**config.mk**
```make
export PLATFORM = sky130hd
export DESIGN_NAME = wave_buffer_ctrl
export DESIGN_NICKNAME = d
export VERILOG_FILES = /design/src/rtl/wave_pkg.sv /design/src/rtl/zero_cross_det.sv /design/src/rtl/wave_buffer_ctrl.sv
export SDC_FILE = /design/constraint.sdc
export NUM_CORES = 1
export LEC_CHECK = 0
export ABC_AREA = 1
export CORE_ASPECT_RATIO = 0.7
export CORE_MARGIN = 2
export CORE_UTILIZATION = 52
export CTS_CLUSTER_DIAMETER = 200
export DETAILED_ROUTE_END_ITERATION = 10
export GPL_TIMING_DRIVEN = 0
export PLACE_DENSITY = 0.76
export SLEW_MARGIN = 30
export SYNTH_ARGS = -nofsm -noshare
export SYNTH_HDL_FRONTEND = slang
export SYNTH_SLANG_ARGS = --single-unit
```
**constraint.sdc**
```tcl
create_clock -name clk -period 1.85 [get_ports clk]
set_clock_uncertainty 0.1 [all_clocks]
set_input_delay 0.555 -clock clk [delete_from_list [all_inputs] [get_ports clk]]
set_output_delay 0.555 -clock clk [all_outputs]
set_load 0.02 [all_outputs]
```
**src/rtl/wave_pkg.sv**
```systemverilog
// Shared definitions for the waveform capture path: FSM state encoding,
// frame and RAM geometry, and the sample-to-screen conversion.
package wave_pkg;

  typedef enum logic [1:0] {
    ARMED  = 2'd0,
    ACTIVE = 2'd1,
    WAIT   = 2'd2
  } wave_state_t;

  localparam int WAVE_SAMPLES = 256;
  localparam int WAVE_ADDR_W  = 9;
  localparam int WAVE_DATA_W  = 8;
  localparam int WAVE_OFF_W   = $clog2(WAVE_SAMPLES);

  // 127 - s for a signed byte s; positive peaks land near the top of screen.
  function automatic logic [WAVE_DATA_W-1:0] to_screen(input logic [7:0] s);
    return {s[7], ~s[6:0]};
  endfunction

endpackage

```
**src/rtl/zero_cross_det.sv**
```systemverilog
// Rising zero-crossing detector.
// Ports:
//   clk, reset   - system clock, async active-high reset
//   strobe       - sample valid this cycle
//   sample_sign  - sign bit of the current sample
//   rising       - combinational: previous sample negative, current one not
// The stored sign updates on every strobe regardless of controller state,
// and resets to 0 so the first sample after reset can never trigger.
module zero_cross_det
  import wave_pkg::*;
(
  input  logic clk,
  input  logic reset,
  input  logic strobe,
  input  logic sample_sign,
  output logic rising
);

  logic prev_neg;

  always_ff @(posedge clk or posedge reset) begin
    if (reset) begin
      prev_neg <= 1'b0;
    end else if (strobe) begin
      prev_neg <= sample_sign;
    end
  end

  assign rising = strobe & prev_neg & ~sample_sign;

endmodule

```
**src/rtl/wave_buffer_ctrl.sv**
```systemverilog
// Write-side controller for the 512x8 double-buffered waveform RAM.
// Captures 256-sample frames starting at a rising zero crossing (or after
// TRIG_TIMEOUT samples without one) into the half the display is not
// reading, then flips read_index on the next vsync.
// Ports:
//   clk, reset     - system clock, async active-high reset
//   new_sample     - strobe, sample_in valid
//   sample_in      - signed 16-bit audio sample
//   vsync          - strobe, start of display frame
//   write_en       - registered RAM write strobe
//   write_address  - registered {~read_index, offset}
//   write_sample   - registered screen value
//   read_index     - half currently displayed
//   armed          - high while waiting for a trigger
//
// state  | meaning
// ARMED  | waiting for rising crossing or timeout; no writes
// ACTIVE | writing one sample per strobe at offsets 1..255
// WAIT   | frame complete, holding until vsync flips read_index
module wave_buffer_ctrl
  import wave_pkg::*;
#(
  parameter int TRIG_TIMEOUT = 1024
) (
  input  logic                   clk,
  input  logic                   reset,
  input  logic                   new_sample,
  input  logic [15:0]            sample_in,
  input  logic                   vsync,
  output logic                   write_en,
  output logic [WAVE_ADDR_W-1:0] write_address,
  output logic [WAVE_DATA_W-1:0] write_sample,
  output logic                   read_index,
  output logic                   armed
);

  localparam int TCNT_W = $clog2(TRIG_TIMEOUT + 1);
  localparam logic [TCNT_W-1:0] TCNT_LAST = TCNT_W'(TRIG_TIMEOUT - 1);

  wave_state_t           state_q, state_d;
  logic [WAVE_OFF_W-1:0] offset_q, offset_d;
  logic [WAVE_OFF_W-1:0] wr_off;
  logic [TCNT_W-1:0]     tcnt_q, tcnt_d;
  logic                  read_index_d;
  logic                  wr_d;
  logic                  rising;
  logic                  unused_low;

  assign unused_low = ^sample_in[7:0];

  zero_cross_det u_zc (
    .clk         (clk),
    .reset       (reset),
    .strobe      (new_sample),
    .sample_sign (sample_in[15]),
    .rising      (rising)
  );

  always_ff @(posedge clk or posedge reset) begin
    if (reset) begin
      state_q    <= ARMED;
      offset_q   <= '0;
      tcnt_q     <= '0;
      read_index <= 1'b0;
    end else begin
      state_q    <= state_d;
      offset_q   <= offset_d;
      tcnt_q     <= tcnt_d;
      read_index <= read_index_d;
    end
  end

  always_comb begin
    state_d      = state_q;
    offset_d     = offset_q;
    tcnt_d       = tcnt_q;
    read_index_d = read_index;
    wr_d         = 1'b0;
    wr_off       = offset_q;
    unique case (state_q)
      ARMED: begin
        if (new_sample) begin
          if (rising || tcnt_q == TCNT_LAST) begin
            wr_d     = 1'b1;
            wr_off   = '0;
            offset_d = WAVE_OFF_W'(1);
            state_d  = ACTIVE;
          end else begin
            tcnt_d = tcnt_q + 1'b1;
          end
        end
      end
      ACTIVE: begin
        if (new_sample) begin
          wr_d     = 1'b1;
          offset_d = offset_q + 1'b1;
          if (offset_q == '1) begin
            state_d = WAIT;
          end
        end
      end
      WAIT: begin
        // A sample arriving with vsync is dropped: it is neither counted
        // nor considered as a trigger, only prev_neg sees it.
        if (vsync) begin
          read_index_d = ~read_index;
          tcnt_d       = '0;
          state_d      = ARMED;
        end
      end
      default: begin
        state_d = ARMED;
      end
    endcase
  end

  always_ff @(posedge clk or posedge reset) begin
    if (reset) begin
      write_en      <= 1'b0;
      write_address <= WAVE_ADDR_W'(9'h100);
      write_sample  <= '0;
    end else begin
      write_en <= wr_d;
      if (wr_d) begin
        write_address <= {~read_index, wr_off};
        write_sample  <= to_screen(sample_in[15:8]);
      end
    end
  end

  assign armed = (state_q == ARMED);

endmodule

```
==> reports/qor.csv <==
stage,metric,value,unit
floorplan,floorplan row count,19,
synth,average footprint of a synthesized cell,8.20,um^2
setup_path,Top Family by Delay on Critical Path,flip-flops,
pwr,Comb pwr share,39.4,%
drt,DRT antenna net count,0,
pwr,register share of total power,43.1,%
drt,number of remaining DRC errors,0,
floorplan,effective utilization at floorplan,55.8,%
setup_path,end of the critical path,write_address[8],
sta,final number of hold-violating endpoints,0,
worst_hold_path,type of the worst min-delay path,register to register,
sta,worst slack on hold paths,0.408,ns
setup_path,crit path launch type,register,
sta,max-slew violation count,0,
sta,Worst Max-Slew Pin Slew,0.478,ns
pwr,worst vdd ir,666,uV
setup_path,worst endpoint required time,1.19,ns
setup_path,Worst path depth,1,
pwr,switching share of total power,40.1,%
drt,Pre-Repair DR Iteration Count,4,
synth,number of distinct library cells after synthesis,30,
setup_path,"Max FO, Critical Path",2,
floorplan,Placeable Area,4040,um^2
drt,Total Routed Length,5140,um
pwr,clock group share of total power,17.5,%
setup_path,minimum setup slack among reg-to-reg paths,0.09,ns
sta,final critical-path share of the clock period,98.1,%
synth,Post-Syn Area,2260,um^2
global_routing,combined global-route utilization of all metal layers,22.9,%
synth,Synth warnings,0,
setup_path,Worst Setup SP,write_address[8],
floorplan,Ports,40,
setup_path,delay contributed by the slowest stage of the critical path,0.55,ns
global_routing,number of antenna violations at the first check in global routing,0,
cts,cell chosen for the clock root,sky130_fd_sc_hd__clkbuf_8,
cells_and_area,final net count,345,
floorplan,Die Area,4890,um^2
sta,fin worst setup slack,0.0353,ns
global_routing,pin count of the biggest net entering global routing,23,
sta,final count of negative-setup-slack endpoints,0,
synth,register area share after synthesis,45.5,%
cells_and_area,total of fill cells in the finished design,353,
setup_path,startpoint of the most critical register-to-register path,tcnt_q[0],
sta,Max transition margin,68.1,%
synth,most area-hungry cell type in the Yosys netlist,sky130_fd_sc_hd__dfrtp_1,
synth,top post-synthesis cells by area,"sky130_fd_sc_hd__dfrtp_1, sky130_fd_sc_hd__nand2_1, sky130_fd_sc_hd__nand3_1, sky130_fd_sc_hd__nand2_2, sky130_fd_sc_hd__inv_1",
run_status,outcome,completed,
run,MaxCap Viol Count,0,
cts,sinks on the clock net,41,
pwr,switching power total,1330,uW
pwr,Pleak,0.00146,uW
cts,maximum buffer depth of the clock tree,2,
drt,via count normalized by instance count,5.10,
setup_path,R2R cell count,9,
cts,CTS tree,yes,
placed_design,HPWL Detailed,3520,um
drt,number of DRC markers in iteration 0,133,
floorplan,x dimension of the die,82.7,um
placed_design,Place WS,-0.268,ns
cts,H-tree levels,2,
pwr,PwrDens,1180,nW/um^2
synth,Synth top area share,44.4,%
cts,"Reg clk slew, reported paths",0.08,ns
setup_path,ordered list of cells on the worst path,clkdlybuf4s15_1,
setup_path,Critical Path Sink Type,output port,
global_routing,vias in the first global route,1712,
sta,clock period minus worst slack,1.81,ns
placed_design,buffers added on ports,30,
setup_path,"Slowest-stage cell, CP",sky130_fd_sc_hd__dfstp_2,
synth,synthesized net count,297,
cts,number of clock buffers inserted by TritonCTS,5,
cells_and_area,fraction of final layout cells with drive strength greater than 1,23.1,%
sta,maximum clock frequency,0.551,GHz
floorplan,DIE HEIGHT,59.1,um
placed_design,routability-driven placement congestion ratio,0.818,
cells_and_area,post-synthesis to final-layout area growth,24.3,%
synth,flip-flop and latch count after synthesis,41,
global_routing,first-pass GRT wire length,8140,um
setup_path,worst path arrival time,1.16,ns
setup_path,buffers plus inverters on the worst setup path,1,
drt,vias,1916,
drt,routed wire length per instance,13.7,um
setup_path,category of the most critical setup path,register to output port,
synth,synthesized netlist cell count,275,
pwr,internal power summed over all cells,1980,uW
cts,clock network latency to the later pin of the worst-skew pair,0.30,ns
cells_and_area,number of antenna repair diodes,0,
setup_path,capturing point of the worst reg2reg path,write_address[2],
global_routing,global route total overflow,0,
[cell usage after synthesis, drive strengths merged]
master,n
nand2,91
nand3,48
dfrtp,40
inv,32
nor2,23
buf,8
o21ai,8
nand4,5
xor2,5
a21oi,2
ha,2
nand3b,2
o21bai,2
a31o,1
and3,1
clkbuf,1
clkinv,1
dfstp,1
or2,1
xnor2,1
[state kept, by name (all words and copies together), names as in the netlist]
signal and flops:
tcnt_q 11, write_address 9, state_q 2, write_en 1, read_index 1, write_sample 8, offset_q 8, u_zc.prev_neg 1
[metrics by stage]
stage / instance area (um^2) / util (%) / setup TNS, ns / total power [uW] / instances
finish: 2800 / 69.4 / 0 / 3300 / 376
global route: 2800 / 69.4 / -0.169 / 3550 / 376
CTS: 2720 / 67.4 / 0 / 3200 / 367
detailed placement: 2650 / 65.5 / -8.87 / 2700 / 358
global placement: 2620 / 64.9 / -35.65 / 2650 / 357
floorplan: 2260 / - / 0 / 2230 / 275
[power by group through the flow]
stage / Clock, uW / Combinational [uW] / Sequential (uW)
2_1_floorplan: 0 / 703 / 1520
3_3_place_gp: 0 / 1220 / 1430
3_5_place_dp: 0 / 1260 / 1440
4_1_cts: 590 / 1190 / 1420
5_1_grt: 644 / 1440 / 1460
6_report: 577 / 1300 / 1430
[routing by layer]
| layer | wire length [um] | global-route usage (%) |
|---|---|---|
| met2 | 2240 | 33.2 |
| met1 | 2510 | 33.5 |
| met3 | 339 | 6.55 |
| met4 | 50 | 7.03 |
| met5 | 0 | 0 |
[cell usage in the layout, fill, tap and decap left out, drive strengths merged]
cell,netlist,final
nand2,91,91
nand3,48,48
dfrtp,40,40
inv,32,32
nor2,23,23
buf,8,19
dlygate4sd2,0,18
clkdlybuf4s50,0,10
o21ai,8,8
clkbuf,1,7
xor2,5,5
nand4,5,5
clkinv,1,3
o21bai,2,2
nand3b,2,2
a21oi,2,2
ha,2,2
clkdlybuf4s15,0,2
and3,1,1
or2,1,1
xnor2,1,1
a31o,1,1
dfstp,1,1
[logic make-up (layout without fill, tap and decap cells)]
group                    count (synthesis)  in the layout  synth area share (%)
XOR/XNOR                                 6              6                  2.33
buffers and inverters                   42             91                  9.32
flip-flops                              41             41                  45.5
AND/OR/NAND/NOR                        171            171                  38.4
adder cells (fa/ha/maj)                  2              2                  1.11
AO/OA/AOI/OAI                           13             13                  3.27
[what timing repair did]
item,4_1_cts,5_1_grt
resized for setup,24,6
hold buffers,0,0
pin swaps,1,1
endpoints found under the setup margin,20,31
setup buffers,1,9
[how the worst min path moves through the flow]
stage,from,cells after the start,slack [ns],endpoint
floorplan,tcnt_q[10],2,0.40,tcnt_q[10]
global placement,write_sample[1],2,0.39,write_sample[1]
detailed placement,write_address[2],2,0.40,write_address[2]
CTS,write_address[8],2,0.41,write_address[8]
global route,write_address[8],2,0.42,write_address[8]
finish,write_address[8],2,0.41,write_address[8]
[final cells by class]
class | instances | area (um^2) | share of cell area, %
Clock buffer | 6 | 72.6 | 2.59
Inverter | 33 | 124 | 4.42
Clock inverter | 2 | 10.0 | 0.357
Timing Repair Buffer | 41 | 382 | 13.6
Sequential cell | 41 | 1030 | 36.7
Tap cell | 52 | 65.1 | 2.32
Multi-Input combinational cell | 192 | 1030 | 36.9
Buffer | 9 | 86.3 | 3.08
Note: power is estimated with default switching activity, not from simulation.
